--- src/rtl/user_mac_accel_if.sv ---
// OBI-style request/response bundle for user_mac_accel.
// The slave modport is the accelerator side; the master modport is the requester side.
interface user_mac_accel_if #(
    parameter int AddrWidth = 32,
    parameter int IdWidth   = 1
);
    logic                 req_i;
    logic                 gnt_o;
    logic                 we_i;
    logic [3:0]           be_i;
    logic [AddrWidth-1:0] addr_i;
    logic [31:0]          wdata_i;
    logic [IdWidth-1:0]   aid_i;
    logic                 rvalid_o;
    logic [31:0]          rdata_o;
    logic                 err_o;
    logic [IdWidth-1:0]   rid_o;

    modport slave (
        input  req_i, we_i, be_i, addr_i, wdata_i, aid_i,
        output gnt_o, rvalid_o, rdata_o, err_o, rid_o
    );

    modport master (
        output req_i, we_i, be_i, addr_i, wdata_i, aid_i,
        input  gnt_o, rvalid_o, rdata_o, err_o, rid_o
    );
endinterface

--- src/rtl/user_mac_accel.sv ---
// Memory-mapped shift-add multiply-accumulate accelerator on an OBI slave port.
// Define USER_MAC_ACCEL_IRQ_EN to add the irq_o completion pulse output.
module user_mac_accel #(
    parameter int AddrWidth = 32,
    parameter int IdWidth   = 1
) (
    input  logic clk_i,
    input  logic rst_i,
    user_mac_accel_if.slave bus
`ifdef USER_MAC_ACCEL_IRQ_EN
    ,
    output logic irq_o
`endif
);
    typedef enum logic {IDLE, RUN} state_t;

    localparam logic [9:0] RegCtrl   = 10'd0;
    localparam logic [9:0] RegStatus = 10'd1;
    localparam logic [9:0] RegOpa    = 10'd2;
    localparam logic [9:0] RegOpb    = 10'd3;
    localparam logic [9:0] RegResult = 10'd4;

    state_t               state_q, state_d;
    logic [4:0]           cnt_q, cnt_d;
    logic [31:0]          opa_q, opa_d;
    logic [31:0]          opb_q, opb_d;
    logic [31:0]          result_q, result_d;
    logic                 done_q, done_d;
    logic [31:0]          mul_a_q, mul_a_d;
    logic [31:0]          mul_b_q, mul_b_d;
    logic [31:0]          prod_q, prod_d;
    logic                 rvalid_q, rvalid_d;
    logic [31:0]          rdata_q, rdata_d;
    logic                 err_q, err_d;
    logic [IdWidth-1:0]   rid_q, rid_d;
    logic                 busy;
    logic                 finishing;
    logic [31:0]          prod_step;
    logic [9:0]           word;
    logic                 unused_addr;

    // Only the 4 KB window offset is decoded; the upper address bits are don't-care.
    assign word        = bus.addr_i[11:2];
    assign unused_addr = ^{bus.addr_i[AddrWidth-1:12], bus.addr_i[1:0]};

    function automatic logic [31:0] merge_be(input logic [31:0] old_val,
                                             input logic [31:0] wdata,
                                             input logic [3:0]  be);
        logic [31:0] res;
        res = old_val;
        for (int i = 0; i < 4; i++) begin
            if (be[i]) res[8*i +: 8] = wdata[8*i +: 8];
        end
        return res;
    endfunction

    always_comb begin
        state_d   = state_q;
        cnt_d     = cnt_q;
        opa_d     = opa_q;
        opb_d     = opb_q;
        result_d  = result_q;
        done_d    = done_q;
        mul_a_d   = mul_a_q;
        mul_b_d   = mul_b_q;
        prod_d    = prod_q;
        rvalid_d  = bus.req_i;
        rid_d     = bus.req_i ? bus.aid_i : '0;
        rdata_d   = '0;
        err_d     = 1'b0;
        busy      = (state_q == RUN);
        finishing = busy && (cnt_q == 5'd31);
        prod_step = prod_q + (mul_b_q[0] ? mul_a_q : 32'd0);

        if (bus.req_i) begin
            case (word)
                RegCtrl: begin
                    if (bus.we_i && !busy && bus.be_i[0] && bus.wdata_i[0]) begin
                        state_d = RUN;
                        cnt_d   = '0;
                        mul_a_d = opa_q;
                        mul_b_d = opb_q;
                        prod_d  = '0;
                        done_d  = 1'b0;
                    end
                end
                RegStatus: begin
                    if (!bus.we_i) begin
                        rdata_d = {30'd0, done_q, busy};
                        done_d  = 1'b0;
                    end
                end
                RegOpa: begin
                    if (bus.we_i) begin
                        if (!busy) opa_d = merge_be(opa_q, bus.wdata_i, bus.be_i);
                    end else begin
                        rdata_d = opa_q;
                    end
                end
                RegOpb: begin
                    if (bus.we_i) begin
                        if (!busy) opb_d = merge_be(opb_q, bus.wdata_i, bus.be_i);
                    end else begin
                        rdata_d = opb_q;
                    end
                end
                RegResult: begin
                    if (bus.we_i) begin
                        if (!busy) result_d = '0;
                    end else begin
                        rdata_d = result_q;
                    end
                end
                default: err_d = 1'b1;
            endcase
        end

        // Completion comes last so a same-cycle STATUS read cannot swallow done.
        if (busy) begin
            prod_d  = prod_step;
            mul_a_d = mul_a_q << 1;
            mul_b_d = mul_b_q >> 1;
            cnt_d   = cnt_q + 5'd1;
            if (finishing) begin
                state_d  = IDLE;
                result_d = result_q + prod_step;
                done_d   = 1'b1;
            end
        end
    end

    always_ff @(posedge clk_i) begin
        if (rst_i) begin
            state_q  <= IDLE;
            cnt_q    <= '0;
            opa_q    <= '0;
            opb_q    <= '0;
            result_q <= '0;
            done_q   <= 1'b0;
            mul_a_q  <= '0;
            mul_b_q  <= '0;
            prod_q   <= '0;
            rvalid_q <= 1'b0;
            rdata_q  <= '0;
            err_q    <= 1'b0;
            rid_q    <= '0;
        end else begin
            state_q  <= state_d;
            cnt_q    <= cnt_d;
            opa_q    <= opa_d;
            opb_q    <= opb_d;
            result_q <= result_d;
            done_q   <= done_d;
            mul_a_q  <= mul_a_d;
            mul_b_q  <= mul_b_d;
            prod_q   <= prod_d;
            rvalid_q <= rvalid_d;
            rdata_q  <= rdata_d;
            err_q    <= err_d;
            rid_q    <= rid_d;
        end
    end

`ifdef USER_MAC_ACCEL_IRQ_EN
    logic irq_q, irq_d;

    assign irq_d = finishing;

    always_ff @(posedge clk_i) begin
        if (rst_i) irq_q <= 1'b0;
        else       irq_q <= irq_d;
    end

    assign irq_o = irq_q;
`endif

    assign bus.gnt_o    = bus.req_i;
    assign bus.rvalid_o = rvalid_q;
    assign bus.rdata_o  = rdata_q;
    assign bus.err_o    = err_q;
    assign bus.rid_o    = rid_q;
endmodule

--- src/flat_wrapper.sv ---
// flat-port wrapper written by rule: the top's interface ports become plain ports
module user_mac_accel_flat 
#(
    parameter int AddrWidth = 32,
    parameter int IdWidth   = 1
)
  (clk_i, rst_i, bus_req_i, bus_we_i, bus_be_i, bus_addr_i, bus_wdata_i, bus_aid_i, bus_gnt_o, bus_rvalid_o, bus_rdata_o, bus_err_o, bus_rid_o);
  user_mac_accel_if #(.AddrWidth(AddrWidth), .IdWidth(IdWidth)) bus_i ();
  input  logic clk_i;
  input  logic rst_i;
  input wire logic [$bits(bus_i.req_i)-1:0] bus_req_i;
  input wire logic [$bits(bus_i.we_i)-1:0] bus_we_i;
  input wire logic [$bits(bus_i.be_i)-1:0] bus_be_i;
  input wire logic [$bits(bus_i.addr_i)-1:0] bus_addr_i;
  input wire logic [$bits(bus_i.wdata_i)-1:0] bus_wdata_i;
  input wire logic [$bits(bus_i.aid_i)-1:0] bus_aid_i;
  output wire logic [$bits(bus_i.gnt_o)-1:0] bus_gnt_o;
  output wire logic [$bits(bus_i.rvalid_o)-1:0] bus_rvalid_o;
  output wire logic [$bits(bus_i.rdata_o)-1:0] bus_rdata_o;
  output wire logic [$bits(bus_i.err_o)-1:0] bus_err_o;
  output wire logic [$bits(bus_i.rid_o)-1:0] bus_rid_o;
  assign bus_i.req_i = bus_req_i;
  assign bus_i.we_i = bus_we_i;
  assign bus_i.be_i = bus_be_i;
  assign bus_i.addr_i = bus_addr_i;
  assign bus_i.wdata_i = bus_wdata_i;
  assign bus_i.aid_i = bus_aid_i;
  assign bus_gnt_o = bus_i.gnt_o;
  assign bus_rvalid_o = bus_i.rvalid_o;
  assign bus_rdata_o = bus_i.rdata_o;
  assign bus_err_o = bus_i.err_o;
  assign bus_rid_o = bus_i.rid_o;
  user_mac_accel #(.AddrWidth(AddrWidth), .IdWidth(IdWidth)) u_core (.clk_i(clk_i), .rst_i(rst_i), .bus(bus_i));
endmodule
--- config.mk ---
export PLATFORM = sky130hd
export DESIGN_NAME = user_mac_accel_flat
export DESIGN_NICKNAME = d
export VERILOG_FILES = /design/src/rtl/user_mac_accel_if.sv /design/src/rtl/user_mac_accel.sv /design/src/flat_wrapper.sv
export SDC_FILE = /design/constraint.sdc
export NUM_CORES = 1
export LEC_CHECK = 0
export CAP_MARGIN = 25
export CORE_UTILIZATION = 30
export DETAILED_ROUTE_END_ITERATION = 12
export SLEW_MARGIN = 5
export SYNTH_ARGS = -nofsm -noshare
export SYNTH_HDL_FRONTEND = slang
export SYNTH_SLANG_ARGS = --single-unit
export TNS_END_PERCENT = 5
--- constraint.sdc ---
create_clock -name clk_i -period 8.39 [get_ports clk_i]
set_clock_uncertainty 0.2 [all_clocks]
set_input_delay 1.678 -clock clk_i [delete_from_list [all_inputs] [get_ports clk_i]]
set_output_delay 1.678 -clock clk_i [all_outputs]
set_load 0.01 [all_outputs]
==> results.py, run 1 <==
metrics = {
    "final_layout": {
        "area_growth_pct": 17.4,
        "num-nets-final": 1709,
        "instances_no_fill": 2119,
        "finish.instance_area_sq_um": 14600,
        "mostFrequentLayoutCell": "dfxtp_1",
        "drive_gt1_frac": 0.0725,
        "final_cell_mix": "dfxtp_1 (233), a21oi_1 (225), nand2_1 (214)",
        "diodes": 0,
        "postLayoutCoreUtil": 0.357,
    },
    "critical_path": {
        "worst_ep_required_time_ps": 8660,
        "start_kind": "register",
        "rr_worst_depth": 22,
        "path_class": "reg -> reg",
        "r2r-end": "u_core.result_q[31]",
        "cpPeakStageDelay_ps": 900,
        "path_buf_inv": 1,
        "cp_cell_sequence": "and2_1, ha_1, inv_1, fa_1, nor2b_1, o31ai_2, a211oi_2, nor4_1, o31ai_2, a211oi_1, or2_2, xnor2_1, ha_1, a21o_1, a21o_1, a21o_1, a22oi_1, o211ai_1, a31oi_1, o21ai_0, a2111o_1, o21ai_0",
        "path_max_fanout": 33,
        "cp_slowest_cell": "dfxtp_1",
        "r2r_slack_ps": 2220,
        "end_kind": "register",
        "r2r-start": "u_core.mul_b_q[0]",
        "path_delay_family": "compound AO/OA/AOI/OAI gates",
        "arrival_ps": 6440,
        "crit_top_cell": "a21o_1",
    },
    "clocking": {
        "cts_buffer_depth": 3,
        "cts_tree": "built",
        "clk-insertion-delay-late_ps": 540,
        "postCtsSetupRepairBufs": 0,
        "postCtsHoldBufs": 0,
        "cts_resized": 0,
        "cts-root-buf": "clkbuf_16",
        "numCtsBuffers": 26,
        "h-tree-depth": 1,
        "clk_pin_slew_ps": 60,
        "clkSinkCount": 234,
    },
    "synthesis": {
        "synth_seq_area_share": 0.377,
        "async_flop_share": 0,
        "synth_flop_cell": "dfxtp_1",
        "synth-seq-cells": 234,
        "synth_edf_count": 0,
        "syn-num-nets": 1685,
        "synth_cell_types": 70,
        "syn_inst": 1543,
        "avgSynthCellArea_sq_um": 8.05,
        "syn_area_sq_um": 12400,
        "yosys_warnings": 0,
    },
    "drt": {
        "wl_per_cell_um": 16.7,
        "vias": 11162,
        "ant_nets": 0,
        "drc": 0,
        "drt_iter0_drc": 778,
        "firstDrtPassIters": 5,
        "wirelength_um": 35300,
        "routed_via_density": 5.27,
    },
    "sta": {
        "holdWs_ps": 254,
        "rsz0062_at_grt": "no",
        "period_share": 0.735,
        "final.setup.tns_ps": 0,
        "maxClockFrequency_mhz": 162,
        "maxSlewViolCount": 0,
        "hold_violations": 0,
        "tightest_slew_ps": 1020,
        "slew_headroom": 0.320,
        "post-route-min-period_ps": 6170,
        "finalSetupViolCount": 0,
    },
    "global_route": {
        "grt_pass1_vias": 10379,
        "grt_max_degree": 104,
        "antenna_found_initial": 0,
        "grt_pass1_wl_um": 56100,
        "grt_overflow": 0,
        "grt_usage": 0.165,
    },
    "die": {
        "die_area_sq_um": 42200,
        "die_x_um": 206,
        "fp.coreArea_sq_um": 40800,
        "num_rows": 74,
        "die_h_um": 206,
        "ios": 109,
        "initial_core_util": 0.304,
    },
    "placement": {
        "numPortBuffers": 86,
        "gp_congestion": 0.876,
        "placed_area_sq_um": 13700,
        "dp.cells": 2071,
        "dp_hpwl_um": 25000,
    },
    "pwr": {
        "p_per_area_nw_per_um2": 163,
        "ir_drop_mv": 0.147,
        "p_sw_mw": 0.514,
        "leakagePower_nw": 5.45,
        "p_sw_frac": 0.216,
        "seqPwrFrac": 0.468,
        "p_int_mw": 1.86,
        "combPwrFrac": 0.027,
        "clkPwrFrac": 0.505,
    },
    "hold_path": {
        "worstHoldStart": "u_core.mul_b_q[15]",
        "hold_depth": 2,
        "min_to": "u_core.mul_b_q[15]",
        "hold_class": "reg -> reg",
    },
    "run_status": {
        "status": "complete, no violations",
    },
    "run": {
        "drv_cap": 0,
    },
}
routing by layer:
metal / global-route usage / share of wire
met2: 0.256 / 0.44
met4: 0.0492 / 0.023
met5: 0 / 0
met3: 0.0207 / 0.052
met1: 0.235 / 0.49
worst reg2reg max path, cell delays in order, from the launching register on:
cell and delay (ps):
dfxtp_1 900, and2_1 240, ha_1 200, inv_1 70
fa_1 430, nor2b_1 220, o31ai_2 130, a211oi_2 280
nor4_1 130, o31ai_2 370, a211oi_1 160, or2_2 300
xnor2_1 260, ha_1 350, a21o_1 200, a21o_1 160
a21o_1 180, a22oi_1 240, o211ai_1 150, a31oi_1 260
o21ai_0 160, a2111o_1 440, o21ai_0 70
worst max-delay path by stage:
| stage | endpoint | start | depth (start not counted) | slack (ps) |
|---|---|---|---|---|
| 2_1_floorplan | u_core.result_q[31] | u_core.mul_b_q[0] | 23 | 3390 |
| 3_3_place_gp | u_core.result_q[31] | u_core.mul_b_q[0] | 20 | 2300 |
| 3_5_place_dp | u_core.result_q[31] | u_core.mul_b_q[0] | 22 | 2190 |
| 4_1_cts | u_core.result_q[31] | u_core.mul_b_q[0] | 22 | 2170 |
| 5_1_grt | u_core.result_q[31] | u_core.mul_b_q[0] | 22 | 1710 |
| 6_report | u_core.result_q[31] | u_core.mul_b_q[0] | 22 | 2220 |
synthesized netlist by cell type (30+ instances only):
| library cell | count | share of area |
|---|---|---|
| dfxtp_1 | 234 | 0.38 |
| and2_1 | 36 | 0.018 |
| a21o_1 | 30 | 0.018 |
| nand3_1 | 80 | 0.032 |
| xnor2_1 | 30 | 0.021 |
| clkbuf_1 | 100 | 0.030 |
| a21oi_1 | 225 | 0.091 |
| nand2_1 | 214 | 0.065 |
| a22oi_1 | 93 | 0.056 |
| nor2_1 | 138 | 0.042 |
| mux2_2 | 33 | 0.030 |
| ha_1 | 67 | 0.067 |
| o21ai_0 | 31 | 0.012 |
power by group through the flow:
| stage | Sequential [mW] | Clock (mW) | Combinational (mW) |
|---|---|---|---|
| finish | 1.11 | 1.20 | 0.0647 |
| global route | 1.11 | 1.27 | 0.0685 |
| CTS | 1.11 | 1.23 | 0.0648 |
| detailed placement | 1.14 | 0 | 0.0645 |
| global placement | 1.14 | 0 | 0.0643 |
| floorplan | 1.14 | 0 | 0.0264 |
through the flow:
step / power [mW] / setup WS [ps]
detailed placement: 1.20 / 2190
global route: 2.45 / 1710
CTS: 2.41 / 2170
floorplan: 1.16 / 3390
finish: 2.38 / 2220
global placement: 1.20 / 2300
sequential cells by signal (all words and copies together) (netlist names), 5 cells and up:
name / cells
u_core.bus.rdata_o: 32
u_core.cnt_q: 5
u_core.mul_a_q: 32
u_core.mul_b_q: 32
u_core.opa_q: 32
u_core.opb_q: 32
u_core.prod_q: 32
u_core.result_q: 32
cells by family after synthesis:
| logic type | after synthesis | share of synthesized area |
|---|---|---|
| AO/OA/AOI/OAI | 469 | 0.239 |
| XOR/XNOR | 52 | 0.0367 |
| adder cells (fa/ha/maj) | 69 | 0.0707 |
| buffers and inverters | 125 | 0.0381 |
| flip-flops | 234 | 0.377 |
| multiplexers | 37 | 0.0331 |
| AND/OR/NAND/NOR | 557 | 0.205 |
cell type report:
| type | count | area (sq um) |
|---|---|---|
| inverter | 21 | 78.8 |
| clock inverter | 13 | 151 |
| sequential | 234 | 4690 |
| multi-input combinational | 1184 | 7280 |
| tap | 532 | 666 |
| clock buffer | 35 | 756 |
| fill | 4184 | 26200 |
| timing repair buffer | 100 | 962 |
Power figures use the tool's default switching activity.
==> inputs of run 2 (changes only) <==
==> constraint.sdc (replaced) <==
create_clock -name clk_i -period 6.4 [get_ports clk_i]
set_clock_uncertainty 0.2 [all_clocks]
set_input_delay 1.28 -clock clk_i [delete_from_list [all_inputs] [get_ports clk_i]]
set_output_delay 1.28 -clock clk_i [all_outputs]
set_load 0.01 [all_outputs]
==> run 2 against run 1 <==
Net effect:
- fmax rose by 6.6%
- global-route usage rose by 0.25 points
- routed wire length rose by 0.72%
- critical endpoint unchanged
- highest routed layer unchanged
==> results.py, run 2 (synthesized netlist as in run 1, its figures left out) <==
metrics = {
    "critical_path": {
        "start_kind": "register",
        "path_class": "reg -> reg",
        "path_buf_inv": 1,
        "path_max_fanout": 17,
        "crit_top_cell": "a21o_1",
        "cpPeakStageDelay_ps": 580,
        "worst_ep_required_time_ps": 6670,
        "cp_cell_sequence": "and2_1, ha_1, inv_1, fa_1, nor2b_1, o31ai_2, a211oi_2, nor4_1, o31ai_2, a211oi_1, or2_2, xnor2_1, ha_1, a21o_1, a21o_1, a21o_1, a22oi_1, o211ai_1, a31oi_1, o21ai_0, a2111o_1, o21ai_0",
        "cp_slowest_cell": "dfxtp_1",
        "end_kind": "register",
        "path_delay_family": "compound AO/OA/AOI/OAI gates",
        "arrival_ps": 6060,
    },
    "clocking": {
        "cts_tree": "built",
        "cts_buffer_depth": 3,
        "postCtsSetupRepairBufs": 0,
        "h-tree-depth": 1,
        "cts_resized": 0,
        "postCtsHoldBufs": 0,
        "numCtsBuffers": 26,
        "clk_pin_slew_ps": 60,
        "cts-root-buf": "clkbuf_16",
        "clk-insertion-delay-late_ps": 540,
        "clkSinkCount": 234,
    },
    "drt": {
        "drc": 0,
        "routed_via_density": 5.27,
        "vias": 11175,
        "ant_nets": 0,
        "wl_per_cell_um": 16.8,
        "firstDrtPassIters": 5,
        "wirelength_um": 35600,
        "drt_iter0_drc": 806,
    },
    "pwr": {
        "leakagePower_nw": 5.45,
        "p_sw_mw": 0.660,
        "p_per_area_nw_per_um2": 210,
        "p_int_mw": 2.40,
        "combPwrFrac": 0.028,
        "p_sw_frac": 0.216,
        "ir_drop_mv": 0.195,
        "seqPwrFrac": 0.476,
        "clkPwrFrac": 0.496,
    },
    "die": {
        "num_rows": 74,
        "die_h_um": 206,
        "die_area_sq_um": 42200,
        "die_x_um": 206,
        "fp.coreArea_sq_um": 40800,
        "initial_core_util": 0.304,
        "ios": 109,
    },
    "sta": {
        "period_share": 0.904,
        "post-route-min-period_ps": 5790,
        "finalSetupViolCount": 0,
        "rsz0062_at_grt": "no",
        "maxSlewViolCount": 0,
        "slew_headroom": 0.319,
        "tightest_slew_ps": 1020,
        "maxClockFrequency_mhz": 173,
        "hold_violations": 0,
        "final.setup.tns_ps": 0,
    },
    "final_layout": {
        "area_growth_pct": 17.4,
        "diodes": 0,
        "fill_cells": 4206,
        "postLayoutCoreUtil": 0.357,
        "num-nets-final": 1714,
        "mostFrequentLayoutCell": "dfxtp_1",
        "final_cell_mix": "dfxtp_1 (233), a21oi_1 (225), nand2_1 (214)",
        "drive_gt1_frac": 0.0723,
    },
    "global_route": {
        "antenna_found_initial": 0,
        "grt_overflow": 0,
        "grt_pass1_vias": 10545,
        "grt_pass1_wl_um": 56400,
        "grt_max_degree": 104,
        "grt_usage": 0.167,
    },
    "placement": {
        "numPortBuffers": 86,
        "gp_congestion": 0.889,
        "dp_hpwl_um": 25200,
    },
    "run_status": {
        "status": "complete, no violations",
    },
    "hold_path": {
        "hold_class": "reg -> reg",
    },
    "run": {
        "drv_cap": 0,
    },
}
run 2: power by group through the flow:
stage,Combinational [mW],Clock [mW],Sequential (mW)
4_1_cts,0.0841,1.55,1.46
5_1_grt,0.0898,1.61,1.46
3_3_place_gp,0.0824,0,1.49
3_5_place_dp,0.0838,0,1.49
2_1_floorplan,0.0346,0,1.49
6_report,0.0843,1.52,1.46
run 2: path summary, 6_finish.rpt:
| kind | start | to | slack (ps) | depth (start not counted) |
|---|---|---|---|---|
| min | u_core.mul_b_q[12] | u_core.mul_b_q[12] | 260 | 2 |
| max reg2reg | u_core.mul_b_q[0] | u_core.result_q[31] | 610 | 22 |
| min reg2reg | u_core.mul_b_q[12] | u_core.mul_b_q[12] | 260 | 2 |
| max | u_core.mul_b_q[0] | u_core.result_q[31] | 610 | 22 |
run 2: cell type report:
cell class	instances	area, sq um	area share
multi-input cells	1184	7280	0.499
flip-flops and latches	234	4690	0.321
repair buffers	105	1000	0.0688
clock buffers	37	763	0.0523
well taps	532	666	0.0456
clock inverters	9	108	0.00738
inverters	21	78.8	0.00540
run 2: worst min-delay path: stages (launching register included):
cell and delay [ps]:
dfxtp_1 310, nand2_1 50, a21oi_1 50
run 2: per-stage QoR:
stage | area (sq um) | instances | total power [mW] | hold WS, ps | worst slack, ps
6_report | 14600 | 2122 | 3.06 | 256 | 613
4_1_cts | 14600 | 2122 | 3.09 | 257 | 624
2_1_floorplan | 12400 | 1543 | 1.53 | 236 | 1400
3_3_place_gp | 13700 | 2075 | 1.57 | 242 | 722
3_5_place_dp | 13700 | 2076 | 1.57 | 249 | 636
5_1_grt | 14600 | 2122 | 3.16 | 271 | 177
run 2: per-layer routing:
| metal | wire, um | share of wire | global-route usage |
|---|---|---|---|
| met5 | 0 | 0 | 0 |
| met4 | 1010 | 0.028 | 0.0574 |
| met3 | 1770 | 0.050 | 0.0239 |
| met2 | 15500 | 0.44 | 0.259 |
| met1 | 17300 | 0.49 | 0.236 |
